## config.mk

```make
export PLATFORM = sky130hd
export DESIGN_NAME = ids_channel_stream
export DESIGN_NICKNAME = d
export VERILOG_FILES = /design/src/rtl/ids_pkg.sv /design/src/rtl/ids_lfsr.sv /design/src/rtl/ids_channel_stream.sv
export SDC_FILE = /design/constraint.sdc
export NUM_CORES = 1
export LEC_CHECK = 0
export ABC_AREA = 0
export CORE_ASPECT_RATIO = 0.6
export CORE_MARGIN = 2
export CORE_UTILIZATION = 45
export DETAILED_ROUTE_END_ITERATION = 6
export PLACE_DENSITY = 0.79
export SLEW_MARGIN = 20
export SYNTH_ARGS = -nofsm -noshare
export SYNTH_HDL_FRONTEND = slang
export SYNTH_SLANG_ARGS = --single-unit
```

## constraint.sdc

```tcl
create_clock -name clk -period 2 [get_ports clk]
set_input_delay 0.5 -clock clk [delete_from_list [all_inputs] [get_ports clk]]
set_output_delay 0.5 -clock clk [all_outputs]
set_load 0.02 [all_outputs]
```

## src/rtl/ids_pkg.sv

```systemverilog
// Shared types and LFSR step for the IDS channel model.
package ids_pkg;

    typedef enum logic [1:0] {IDLE, PROC, DONE} state_t;

    typedef enum logic [1:0] {EV_COPY, EV_INS, EV_DEL, EV_SUB} event_t;

    localparam logic [31:0] LFSR_TAPS = 32'h8020_0003;

    // Right-shifting Galois step: feedback taps are applied when the bit shifted out is 1.
    function automatic logic [31:0] next_lfsr(input logic [31:0] cur);
        return (cur >> 1) ^ (cur[0] ? LFSR_TAPS : 32'h0);
    endfunction

endpackage

```

## src/rtl/ids_lfsr.sv

```systemverilog
// Seedable 32-bit Galois LFSR; exposes the low bits of the value it will step to next.
module ids_lfsr
    import ids_pkg::*;
#(
    parameter logic [31:0] SEED  = 32'hACE1_2024,
    parameter int          SYM_W = 2
) (
    input  logic             clk,
    input  logic             rst_n,
    input  logic             en,
    input  logic             load,
    input  logic [31:0]      load_val,
    output logic [7:0]       rnd,
    output logic [SYM_W-1:0] sym_rnd
);

    logic [31:0] state;
    logic [31:0] state_nxt;

    assign state_nxt = next_lfsr(state);
    assign rnd       = state_nxt[7:0];
    assign sym_rnd   = state_nxt[8 +: SYM_W];

    // A zero seed would lock the register, so it falls back to SEED.
    always_ff @(posedge clk or negedge rst_n) begin
        if (!rst_n) begin
            state <= SEED;
        end else if (load) begin
            state <= (load_val == 32'h0) ? SEED : load_val;
        end else if (en) begin
            state <= state_nxt;
        end
    end

endmodule

```

## src/rtl/ids_channel_stream.sv

```systemverilog
// Streaming insertion/deletion/substitution channel: one input position per PROC cycle.
// state | meaning:  IDLE accept word | PROC resolve one position per cycle | DONE hold result
module ids_channel_stream
    import ids_pkg::*;
#(
    parameter int          K       = 5,
    parameter int          SYM_W   = 2,
    parameter int          OUT_MAX = 2 * K,
    parameter int          PI      = 2,
    parameter int          PD      = 2,
    parameter int          PS      = 2,
    parameter int          MAX_RUN = 1,
    parameter logic [31:0] SEED    = 32'hACE1_2024,
    localparam int         LEN_W   = $clog2(OUT_MAX + 1),
    localparam int         CNT_W   = $clog2(K * (MAX_RUN + 1) + 1)
) (
    input  logic                     clk,
    input  logic                     rst_n,
    input  logic                     seed_load,
    input  logic [31:0]              seed,
    input  logic                     in_valid,
    output logic                     in_ready,
    input  logic [K*SYM_W-1:0]       in_data,
    output logic                     out_valid,
    input  logic                     out_ready,
    output logic [OUT_MAX*SYM_W-1:0] out_data,
    output logic [LEN_W-1:0]         out_len,
    output logic [CNT_W-1:0]         ins_cnt,
    output logic [CNT_W-1:0]         del_cnt,
    output logic [CNT_W-1:0]         sub_cnt,
    output logic                     overflow
);

    localparam int IDX_W  = (K > 1) ? $clog2(K) : 1;
    localparam int RUN_W  = (MAX_RUN > 0) ? $clog2(MAX_RUN + 1) : 1;
    localparam int TH_INS = PI;
    localparam int TH_DEL = PI + PD;
    localparam int TH_SUB = PI + PD + PS;

    if (PI < 0 || PD < 0 || PS < 0 || TH_SUB > 256) begin : g_bad_thresholds
        $fatal(1, "ids_channel_stream: PI+PD+PS must lie in 0..256");
    end
    if (SEED == 32'h0 || OUT_MAX < K || SYM_W < 1 || SYM_W > 24 || MAX_RUN < 0) begin : g_bad_params
        $fatal(1, "ids_channel_stream: illegal SEED, OUT_MAX, SYM_W or MAX_RUN");
    end

    state_t                     state, state_nxt;
    event_t                     ev;
    logic [K*SYM_W-1:0]         word;
    logic [OUT_MAX*SYM_W-1:0]   obuf;
    logic [IDX_W-1:0]           idx;
    logic [RUN_W-1:0]           run;
    logic [7:0]                 rnd;
    logic [SYM_W-1:0]           sym_rnd, sym, s_eff, emit_sym;
    logic                       emit, last;
    int                         rnd_i;

    ids_lfsr #(.SEED(SEED), .SYM_W(SYM_W)) u_lfsr (
        .clk      (clk),
        .rst_n    (rst_n),
        .en       (state == PROC),
        .load     (state == IDLE && seed_load),
        .load_val (seed),
        .rnd      (rnd),
        .sym_rnd  (sym_rnd)
    );

    assign out_data = obuf;

    always_ff @(posedge clk or negedge rst_n) begin
        if (!rst_n) state <= IDLE;
        else        state <= state_nxt;
    end

    always_comb begin
        state_nxt = state;
        in_ready  = (state == IDLE);
        ev        = EV_COPY;
        emit      = 1'b0;
        emit_sym  = '0;
        rnd_i     = int'(rnd);
        sym       = word[int'(idx)*SYM_W +: SYM_W];
        s_eff     = (sym_rnd == '0) ? SYM_W'(1) : sym_rnd;

        // A suppressed insertion falls through to COPY, not to the deletion band.
        if (rnd_i < TH_INS)      ev = (int'(run) < MAX_RUN) ? EV_INS : EV_COPY;
        else if (rnd_i < TH_DEL) ev = EV_DEL;
        else if (rnd_i < TH_SUB) ev = EV_SUB;

        unique case (ev)
            EV_INS:  begin emit = 1'b1; emit_sym = sym_rnd;       end
            EV_SUB:  begin emit = 1'b1; emit_sym = sym ^ s_eff;   end
            EV_COPY: begin emit = 1'b1; emit_sym = sym;           end
            default: ;
        endcase
        last = (idx == IDX_W'(K - 1)) && (ev != EV_INS);

        unique case (state)
            IDLE:    if (in_valid)              state_nxt = PROC;
            PROC:    if (last)                  state_nxt = DONE;
            DONE:    if (out_valid && out_ready) state_nxt = IDLE;
            default:                            state_nxt = IDLE;
        endcase
    end

    always_ff @(posedge clk or negedge rst_n) begin
        if (!rst_n) begin
            word      <= '0;
            obuf      <= '0;
            out_len   <= '0;
            ins_cnt   <= '0;
            del_cnt   <= '0;
            sub_cnt   <= '0;
            overflow  <= 1'b0;
            idx       <= '0;
            run       <= '0;
            out_valid <= 1'b0;
        end else begin
            out_valid <= (state == DONE) && !(out_valid && out_ready);
            unique case (state)
                IDLE: if (in_valid) begin
                    word     <= in_data;
                    obuf     <= '0;
                    out_len  <= '0;
                    ins_cnt  <= '0;
                    del_cnt  <= '0;
                    sub_cnt  <= '0;
                    overflow <= 1'b0;
                    idx      <= '0;
                    run      <= '0;
                end
                PROC: begin
                    if (emit) begin
                        if (int'(out_len) < OUT_MAX) begin
                            obuf[int'(out_len)*SYM_W +: SYM_W] <= emit_sym;
                            out_len <= out_len + LEN_W'(1);
                        end else begin
                            overflow <= 1'b1;
                        end
                    end
                    unique case (ev)
                        EV_INS:  begin ins_cnt <= ins_cnt + CNT_W'(1); run <= run + RUN_W'(1); end
                        EV_DEL:  del_cnt <= del_cnt + CNT_W'(1);
                        EV_SUB:  sub_cnt <= sub_cnt + CNT_W'(1);
                        default: ;
                    endcase
                    if (ev != EV_INS) begin
                        run <= '0;
                        if (!last) idx <= idx + IDX_W'(1);
                    end
                end
                default: ;
            endcase
        end
    end

endmodule
```

; Word level (Yosys, flattened, before mapping)
; Cells that the tools add are included.
[totals]
regBits = 86
latch_bits = 0
ramBits = 0
romBits = 0
out_inout_bits = 39
word_cells = 110
n_memories = 0
[op_classes]
add_sub_neg = 7
mul = 0
div_mod_pow = 0
order_cmp = 5
n_eq_ne = 19
n_shift = 3
muxes = 41
n_bitwise = 2
n_reduce_logical = 21
[op_table]
columns = cell, n
row1 = 2-to-1 mux 32 bit, 4
row2 = 2-to-1 mux 20 bit, 3
row3 = case mux 20 bit (2 select lines), 1
row4 = negation 5 -> 33 bit, 1
row5 = variable shift 2 x 33 -> 20 bit (first input constant), 1
row6 = indexed part select 2 x 33 -> 20 bit, 1
row7 = logical NOT 32 bit, 1
row8 = case mux 4 bit (2 select lines), 4
row9 = bitwise XOR 31 x 32 -> 32 bit, 1
row10 = 2-to-1 mux 4 bit, 6
row11 = inequality test 2 bit (second input constant), 11
row12 = bitwise mux 20 bit, 1
row13 = adder 4 x 1 -> 4 bit (second input constant), 4
row14 = less-than comparator 8 x 3 -> 1 bit (second input constant), 2
row15 = AND reduction 3 bit, 5
row16 = 2-to-1 mux 2 bit, 7
row17 = case mux 2 bit (3 select lines), 2
row18 = AND reduction 4 bit, 3
row19 = indexed part select 10 x 5 -> 2 bit, 1
row20 = 2-to-1 mux 3 bit, 3
row21 = less-than comparator 8 x 2 -> 1 bit (second input constant), 1
row22 = 2-to-1 mux 1 bit, 7
row23 = equality test 2 bit (second input constant), 3
row24 = logical NOT 2 bit, 3
row25 = 16 further kinds, 22

; Depth between registers and ports, before layout
; Gate-level depths: netlist of run 1.
[logic_depth]
depth_word = 13
ltp_mapped = 9
mapped_depth_nobuf = 8

; By module
; A second synthesis of run 1 with hierarchy kept.
[unflattened]
cells_unflattened = 462
hier_area_um2 = 4500.6
[by_module_without_submodules]
columns = module, n_inst, cells_per_inst, area_each_um2, seq_area_each_um2
row1 = ids_channel_stream, 1, 285, 2802.7, 1351.3
row2 = ids_lfsr, 1, 177, 1697.9, 814.5

; Least setup slack after synthesis of run 1
; Ideal clock, no wire load.
[synth_timing]
path_type = reg-to-reg
startpoint = reg out_len[0]
endpoint = reg obuf[13] (netlist: out_data[13])
setup_time_ns = 0.084
arrival_time_ns = 2.146
path_slack_ns = -0.230
path_stages_with_launch = 10
synth_period_minus_slack_ns = 2.230
cell_sequence = dfrtp_1 -> clkbuf_1 -> inv_1 -> ha_1 -> or3b_2 -> and3_1 -> and3_1 -> o21ai_0 -> nand2_1 -> o21ai_0
[synth_between]
elab_chain_cells = 6
[synth_rtl]
columns = element, line_no
row1 = "start, declared", ids_channel_stream.sv:27  ; output logic [LEN_W-1:0] out_len,
row2 = "start signal, assigned", ids_channel_stream.sv:136  ; out_len <= out_len + LEN_W'(1);
row3 = negation 5 -> 33 bit, ids_channel_stream.sv:135  ; obuf[int'(out_len)*SYM_W +: SYM_W] <= emit_sym;
row4 = indexed part select 2 x 33 -> 20 bit / variable shift 2 x 33 -> 20 bit (equally long branches), ids_channel_stream.sv:135
row5 = bitwise mux 20 bit, ids_channel_stream.sv:135
row6 = 2-to-1 mux 20 bit, ids_channel_stream.sv:134  ; if (int'(out_len) < OUT_MAX) begin
row7 = 2-to-1 mux 20 bit, ids_channel_stream.sv:133  ; if (emit) begin
row8 = case mux 20 bit (2 select lines), ids_channel_stream.sv:120  ; unique case (state)
row9 = "end signal, assigned by index", ids_channel_stream.sv:135
row10 = "end, declared", ids_channel_stream.sv:50  ; logic [OUT_MAX*SYM_W-1:0] obuf;
; Parallel ways exist; a longest one is shown, timed or not. The select of a mux whose other input is x is not followed.
; A chain may end at the register's enable or synchronous reset.

; Worst setup path in the final report of run 1
[layout_timing]
startpoint = reg out_len[1]
endpoint = out out_len[1]
; No word-level cell between the ends.

==> summary.txt, run 1 <==
Worst setup path
  – Worst r2r path cells: 6
  – Worst setup SP type: register
  – Crit Path Class: reg -> out
  – Crit-path max FO: 6
  – Worst path required time: roughly 1.5 ns
  – CP Data Arrival Time: 1.47 ns
  – Crit end category: output port

GRT
  – Busiest layer in global routing: met2
  – First-pass GRT wire length: 18900 µm
  – Vias in the first global route: slightly below 4000
  – Overall global routing resource usage: 23.5%
  – Pin count of the biggest net entering global routing: 35
  – Met2 usage: a little over a third
  – GRT met1 Usage: 32.7%
  – GRT overflow: 0
  – Met3 usage: between 5 and 6%
  – Number of antenna violations at the first check in global routing: 0

Clocking
  – Root buffer cell: clkbuf_16
  – H-tree levels: 3
  – CTS clk-pin slew, worst paths: approximately 0.06 ns
  – Cts hold-fix bufs: 0
  – CTS max path bufs: 2
  – CTS tree: built
  – Skew-Pair Late Insertion Delay: around 0.35 ns
  – Total CTS buffers: 9
  – # clock sinks: 86

Placed design
  – RePlAce Congestion: 0.842
  – HPWL after DPL: 8350 µm
  – Port bufs: 85
  – Dpl cell area: between 5000 and 6000 µm²
  – Placed cells: 701

Yosys
  – Synthesized area per cell: 9.23 µm²
  – Synth Area in Compound Gates: between 10% and 20%
  – Synth warn: 0
  – Synth area leader: dfrtp_1
  – Mux contribution to synthesized area: under 10%
  – Sequential element share of the synthesized area: 50.7%
  – Mapped Nets: 519
  – Cells after Synth: 463
  – Distinct cell type count after synthesis: 50
  – Register bit total from synthesis: 86
  – XOR/XNOR Fraction of Synth Area: 2.84%
  – Post-Synth Simple-Gate Area: 21.7%
  – Cell Area, Synth: 4270 µm²
  – Share of the synthesized area in the top cell type: a little over two fifths
  – Top cells by area, synth: dfrtp_1, dfstp_2, nand2_1
  – Adder-cell share of the synthesized area: 2.63%
  – Largest family of logic cells by synthesized area: simple AND/OR/NAND/NOR gates

Timing
  – Endpoints failing hold: 0
  – Setup violations, final: 0
  – Relative slew slack: 68.5%
  – Final Max Tran Viols: 0
  – Clock Skew: 0.00683 ns
  – RSZ-0062 raised after global routing: true
  – Least-Margin Pin Slew: 0.473 ns
  – Max Fclk: 509 MHz
  – Period utilization: 98.3%
  – Min Tclk post-route: ~2.0 ns
  – Fin Setup TNS: 0 ns

Power and ir drop
  – Power share of the combinational group: 49.2%
  – Leakage: 2.61 nW
  – P_sw: 3.88 mW
  – Clock power share: 19.9%
  – Switching Fraction: 40.2%
  – Internal power: 5.78 mW
  – Seq pwr share: 31.0%
  – VDD IR max: 0.698 mV
  – PwrDens: around 1600 nW/µm²

Final layout
  – Post-route cell area: 6120 µm²
  – Post-layout net count: 645
  – Final Util: 66.6%
  – Most common cell after layout, fill and taps aside: clkdlybuf4s50_1
  – Layout cell share with drive strength beyond 1: roughly a fifth
  – Non-filler instance count after layout: 724
  – P&R area growth vs syn: 43.2%
  – Most frequent cells in the layout: clkdlybuf4s50_1, dfrtp_1, nand2_1
  – N_diodes: 0

Route
  – Routed length per placed instance: 16.2 µm
  – Vias per std cell: 5.47
  – Via count: ~4000
  – DR pass1 iterations: 4
  – Post-DRT Antenna Nets: 0
  – DR iter-0 viols: 331
  – Final WL: ~12000 µm
  – Post-route DRC: 0

Floorplan
  – Core area: just over 9000 µm²
  – Num rows: 27
  – Die height: 79.5 µm
  – Die W: roughly 130 µm
  – Initial Util: 46.5%
  – DIE AREA: a little over 10000 µm²
  – I/O pin count: 86

Status
  – Status: completed

Job
  – Max_cap viols: 0

Min path
  – Hold Crit Class: in -> async
==> cells in the mapped netlist (all sizes together) <==
library cell,number
a22oi,10
mux2i,5
dfrtp,75
nand4b,1
nor2b,4
and3,5
a21o,2
or3b,1
o31ai,2
nand3,8
dfstp,11
o22ai,26
mux2,3
nor2,67
inv,15
clkbuf,18
ha,9
o21ai,41
nand4bb,1
nand2,71
and3b,2
a22o,6
nand4,10
o21a,2
xor2,8
and2,3
o32ai,2
nor3b,1
or4,1
and4,2
a21oi,12
a211oi,3
nor3,9
a32o,1
a31oi,3
xnor2,5
nand2b,3
o21bai,1
nor4,8
buf,5
a21boi,1
==> metrics by stage <==
stage	hold WS [ns]	power [mW]	worst slack (ns)
2_1_floorplan	0.204	5.58	0.00771
3_3_place_gp	0.454	7.16	-0.0723
3_5_place_dp	0.463	7.34	-0.187
4_1_cts	0.116	9.27	0.0192
5_1_grt	0.136	10.3	-0.0658
6_report	0.0963	9.66	0.0336
==> area by class of cell <==
class	count	area (µm²)
clock buffers	11	233
clock inverters	5	106
fillers	713	3070
inverters	15	56.3
multi-input cells	339	2090
flip-flops and latches	86	2170
well taps	130	163
repair buffers	138	1300
==> flip-flops by register name, summed over array words and instances, names as in the netlist, 3 cells and up <==
name          cells
ins_cnt           4
word             10
del_cnt           4
out_data         20
sub_cnt           4
idx               3
u_lfsr.state     32
out_len           4
==> routing by layer <==
layer	part of all wire [%]	vias to the layer above
met5	0	-
met4	1.5	0
met3	6.0	19
met2	47	144
met1	46	1912
li1	-	1888
==> cells by family after synthesis <==
| family | count (synthesis) |
|---|---|
| XOR/XNOR | 13 |
| buffers and inverters | 38 |
| flip-flops | 86 |
| AND/OR/NAND/NOR | 197 |
| adder cells (fa/ha/maj) | 9 |
| multiplexers | 8 |
| AO/OA/AOI/OAI | 112 |
==> power by group through the flow <==
stage | registers (mW) | logic, mW | clock network (mW)
after global routing | 3.07 | 5.19 | 2.02
after CTS | 2.94 | 4.39 | 1.94
after detailed placement | 2.96 | 4.38 | 0
final | 2.99 | 4.75 | 1.92
after floorplan | 2.95 | 2.63 | 0
after global placement | 2.93 | 4.24 | 0
==> path summary, 6_finish.rpt <==
check | from | end | slack [ns]
max in group asynchronous | rst_n | u_lfsr.state[27] | 1.27
max | out_len[1] | out_len[1] | 0.03
min in group clk | word[3] | word[3] | 0.48
min reg2reg | word[3] | word[3] | 0.48
min | rst_n | u_lfsr.state[11] | 0.1
max reg2reg | u_lfsr.state[2] | del_cnt[1] | 0.04
==> timing repair <==
item,4_1_cts,5_1_grt
gates resized for setup,3,29
endpoints found under the setup margin,3,30
pin swaps,1,4
buffers inserted,0,7
==> worst max-delay path, stage by stage, from the launching register on <==
cell and delay, ns:
dfrtp_1 0.35, buf_4 0.16, clkdlybuf4s50_1 0.61
Power figures use the tool's default switching activity.
==> run 2: changes to the inputs <==
--- a/config.mk
+++ b/config.mk
@@ -6,11 +6,12 @@
 export NUM_CORES = 1
 export LEC_CHECK = 0
 export ABC_AREA = 0
+export CAP_MARGIN = 20
 export CORE_ASPECT_RATIO = 0.6
 export CORE_MARGIN = 2
 export CORE_UTILIZATION = 45
 export DETAILED_ROUTE_END_ITERATION = 6
-export PLACE_DENSITY = 0.79
+export PLACE_DENSITY = 0.76
 export SLEW_MARGIN = 20
 export SYNTH_ARGS = -nofsm -noshare
 export SYNTH_HDL_FRONTEND = slang
==> constraint.sdc (replaced) <==
create_clock -name clk -period 2.3 [get_ports clk]
set_input_delay 0.575 -clock clk [delete_from_list [all_inputs] [get_ports clk]]
set_output_delay 0.575 -clock clk [all_outputs]
set_load 0.02 [all_outputs]
==> run 2 against run 1 <==
Sequential cell count is the same. Clock power decreased by 24%. Clock skew about the same. Combinational power decreased by 27%. Global-route usage decreased by 1.3 points. Via count shrank 5.7%. Non-clock buffer count shrank 31. Sequential power down 14%. Die area unchanged. Register-to-register slack improved by 0.08 ns. Routed wire length down 9.0%. Critical path type unchanged.
==> summary.txt, run 2 (synthesized netlist as in run 1, its figures left out) <==
Timing
  – Relative slew slack: 61.8%
  – Endpoints failing hold: 0
  – RSZ-0062 raised after global routing: false
  – Setup violations, final: 0
  – Max Fclk: 450 MHz
  – Worst hold slack: 0.212 ns
  – Least-Margin Pin Slew: about 0.57 ns
  – Clock Skew: 0.00670 ns
  – Min Tclk post-route: ~2.2 ns
  – Period utilization: approximately 97%
  – Fin Setup TNS: 0 ns
  – Final Max Tran Viols: 0

Floorplan
  – DIE AREA: 10300 µm²
  – Initial Util: between 40 and 50%
  – Die W: approximately 130 µm
  – Die height: between 70 and 80 µm
  – Num rows: 27
  – Core area: 9190 µm²
  – I/O pin count: 86

Clocking
  – Root buffer cell: clkbuf_16
  – Total CTS buffers: 9
  – Cts hold-fix bufs: 0
  – Skew-Pair Late Insertion Delay: 0.34 ns
  – CTS max path bufs: 2
  – CTS tree: built
  – Post CTS Setup Buffer Count: 0
  – CTS clk-pin slew, worst paths: 0.06 ns
  – CTS resizes: 0
  – H-tree levels: 3
  – # clock sinks: 86

Final layout
  – Register area: between 2000 and 2500 µm²
  – Max FFs per register: 32
  – Multi-input gate area: 1960 µm²
  – Non-filler instance count after layout: 693
  – N_diodes: 0
  – Most frequent cells in the layout: clkdlybuf4s50_1, dfrtp_1, nand2_1
  – FILL cells: 807
  – Most flops, register: u_lfsr.state
  – Post-layout net count: 614
  – P&R area growth vs syn: 32.5%
  – Most common cell after layout, fill and taps aside: clkdlybuf4s50_1
  – Layout cell share with drive strength beyond 1: between 10% and 20%

Status
  – Status: completed

Route
  – Post-route DRC: 0
  – DR pass1 iterations: 5
  – Routed length per placed instance: 15.4 µm
  – Via count: 3738
  – Post-DRT Antenna Nets: 0
  – Final WL: approximately 11000 µm
  – Vias per std cell: 5.39
  – DR iter-0 viols: around 330

Placed design
  – Placed cells: 677
  – Port bufs: 85
  – HPWL after DPL: a little under 8000 µm
  – RePlAce Congestion: around 0.86

Power and ir drop
  – Clock power share: 19.4%
  – Leakage: 2.41 nW
  – Switching Fraction: 41.5%
  – Internal power: 4.38 mW
  – Power share of the combinational group: 46.4%
  – VDD IR max: ~0.55 mV
  – Seq pwr share: 34.2%
  – P_sw: between 3 and 4 mW
  – PwrDens: 1320 nW/µm²

GRT
  – Pin count of the biggest net entering global routing: 43
  – Number of antenna violations at the first check in global routing: 0
  – First-pass GRT wire length: roughly 18000 µm
  – Vias in the first global route: about 3600
  – Overall global routing resource usage: about 22%
  – GRT overflow: 0

Worst setup path
  – CP Data Arrival Time: ~1.6 ns
  – Crit-path max FO: 6
  – Crit end category: output port
  – Worst path required time: 1.73 ns
  – Crit Path Class: reg -> out
  – Worst setup SP type: register

Job
  – Max_cap viols: 0

Min path
  – Hold Crit Class: in -> async
==> run 2: changes by cell type in the layout (fill, tap and decap cells not counted), moves of 3 or more <==
cell / change
nor3_1: +3
dfrtp_1: +4
o21ai_0: +3
dfrtp_2: -4
buf_12: -3
buf_4: -27
nor3_2: -3
==> run 2: critical path: stages, from the launching register on <==
cell and delay [ns]:
dfrtp_1 0.46, nor2_2 0.20, clkdlybuf4s50_1 0.64
==> run 2: final timing paths <==
kind / startpoint / end / slack, ns / cells past startpoint
worst max-delay path: state[1] / in_ready / 0.08 / 2
worst min register to register: word[8] / word[8] / 0.47 / 2
worst min-delay path: rst_n / u_lfsr.state[14] / 0.21 / 1
worst max register to register: u_lfsr.state[6] / out_data[2] / 0.12 / 7
min in group clk: word[8] / word[8] / 0.47 / 2
max in group asynchronous: rst_n / u_lfsr.state[26] / 1.42 / 2
==> run 2: final cells by class <==
type / count / area share [%]
sequential: 86 / 38.2
multi-input combinational: 339 / 34.5
timing repair buffer: 107 / 18.1
clock buffer: 9 / 3.98
tap: 130 / 2.87
clock inverter: 7 / 1.28
inverter: 15 / 0.994
==> run 2: stage by stage <==
step	total power [mW]	worst slack [ns]	cell area (µm²)	utilization, %
final	7.50	0.0801	5660	61.6
after global routing	8.04	0.0172	5660	61.6
after CTS	7.49	0.00693	5660	61.6
after detailed placement	6.01	-0.0457	5360	58.4
after global placement	5.90	0.121	5360	58.4
after floorplan	4.79	0.0695	4270	-
==> run 2: power by group through the flow <==
stage | clock network [mW] | logic [mW] | registers [mW]
floorplan | 0 | 2.23 | 2.56
global placement | 0 | 3.34 | 2.56
detailed placement | 0 | 3.44 | 2.57
CTS | 1.48 | 3.45 | 2.55
global route | 1.55 | 3.86 | 2.63
finish | 1.45 | 3.48 | 2.56
==> run 2: per-layer routing <==
layer	up-vias	part of all wire [%]	GRT usage, %
li1	1823	-	-
met1	1809	49	31.2
met2	94	45	34.7
met3	12	5.2	5.16
met4	0	0.94	5.81
met5	-	0	0
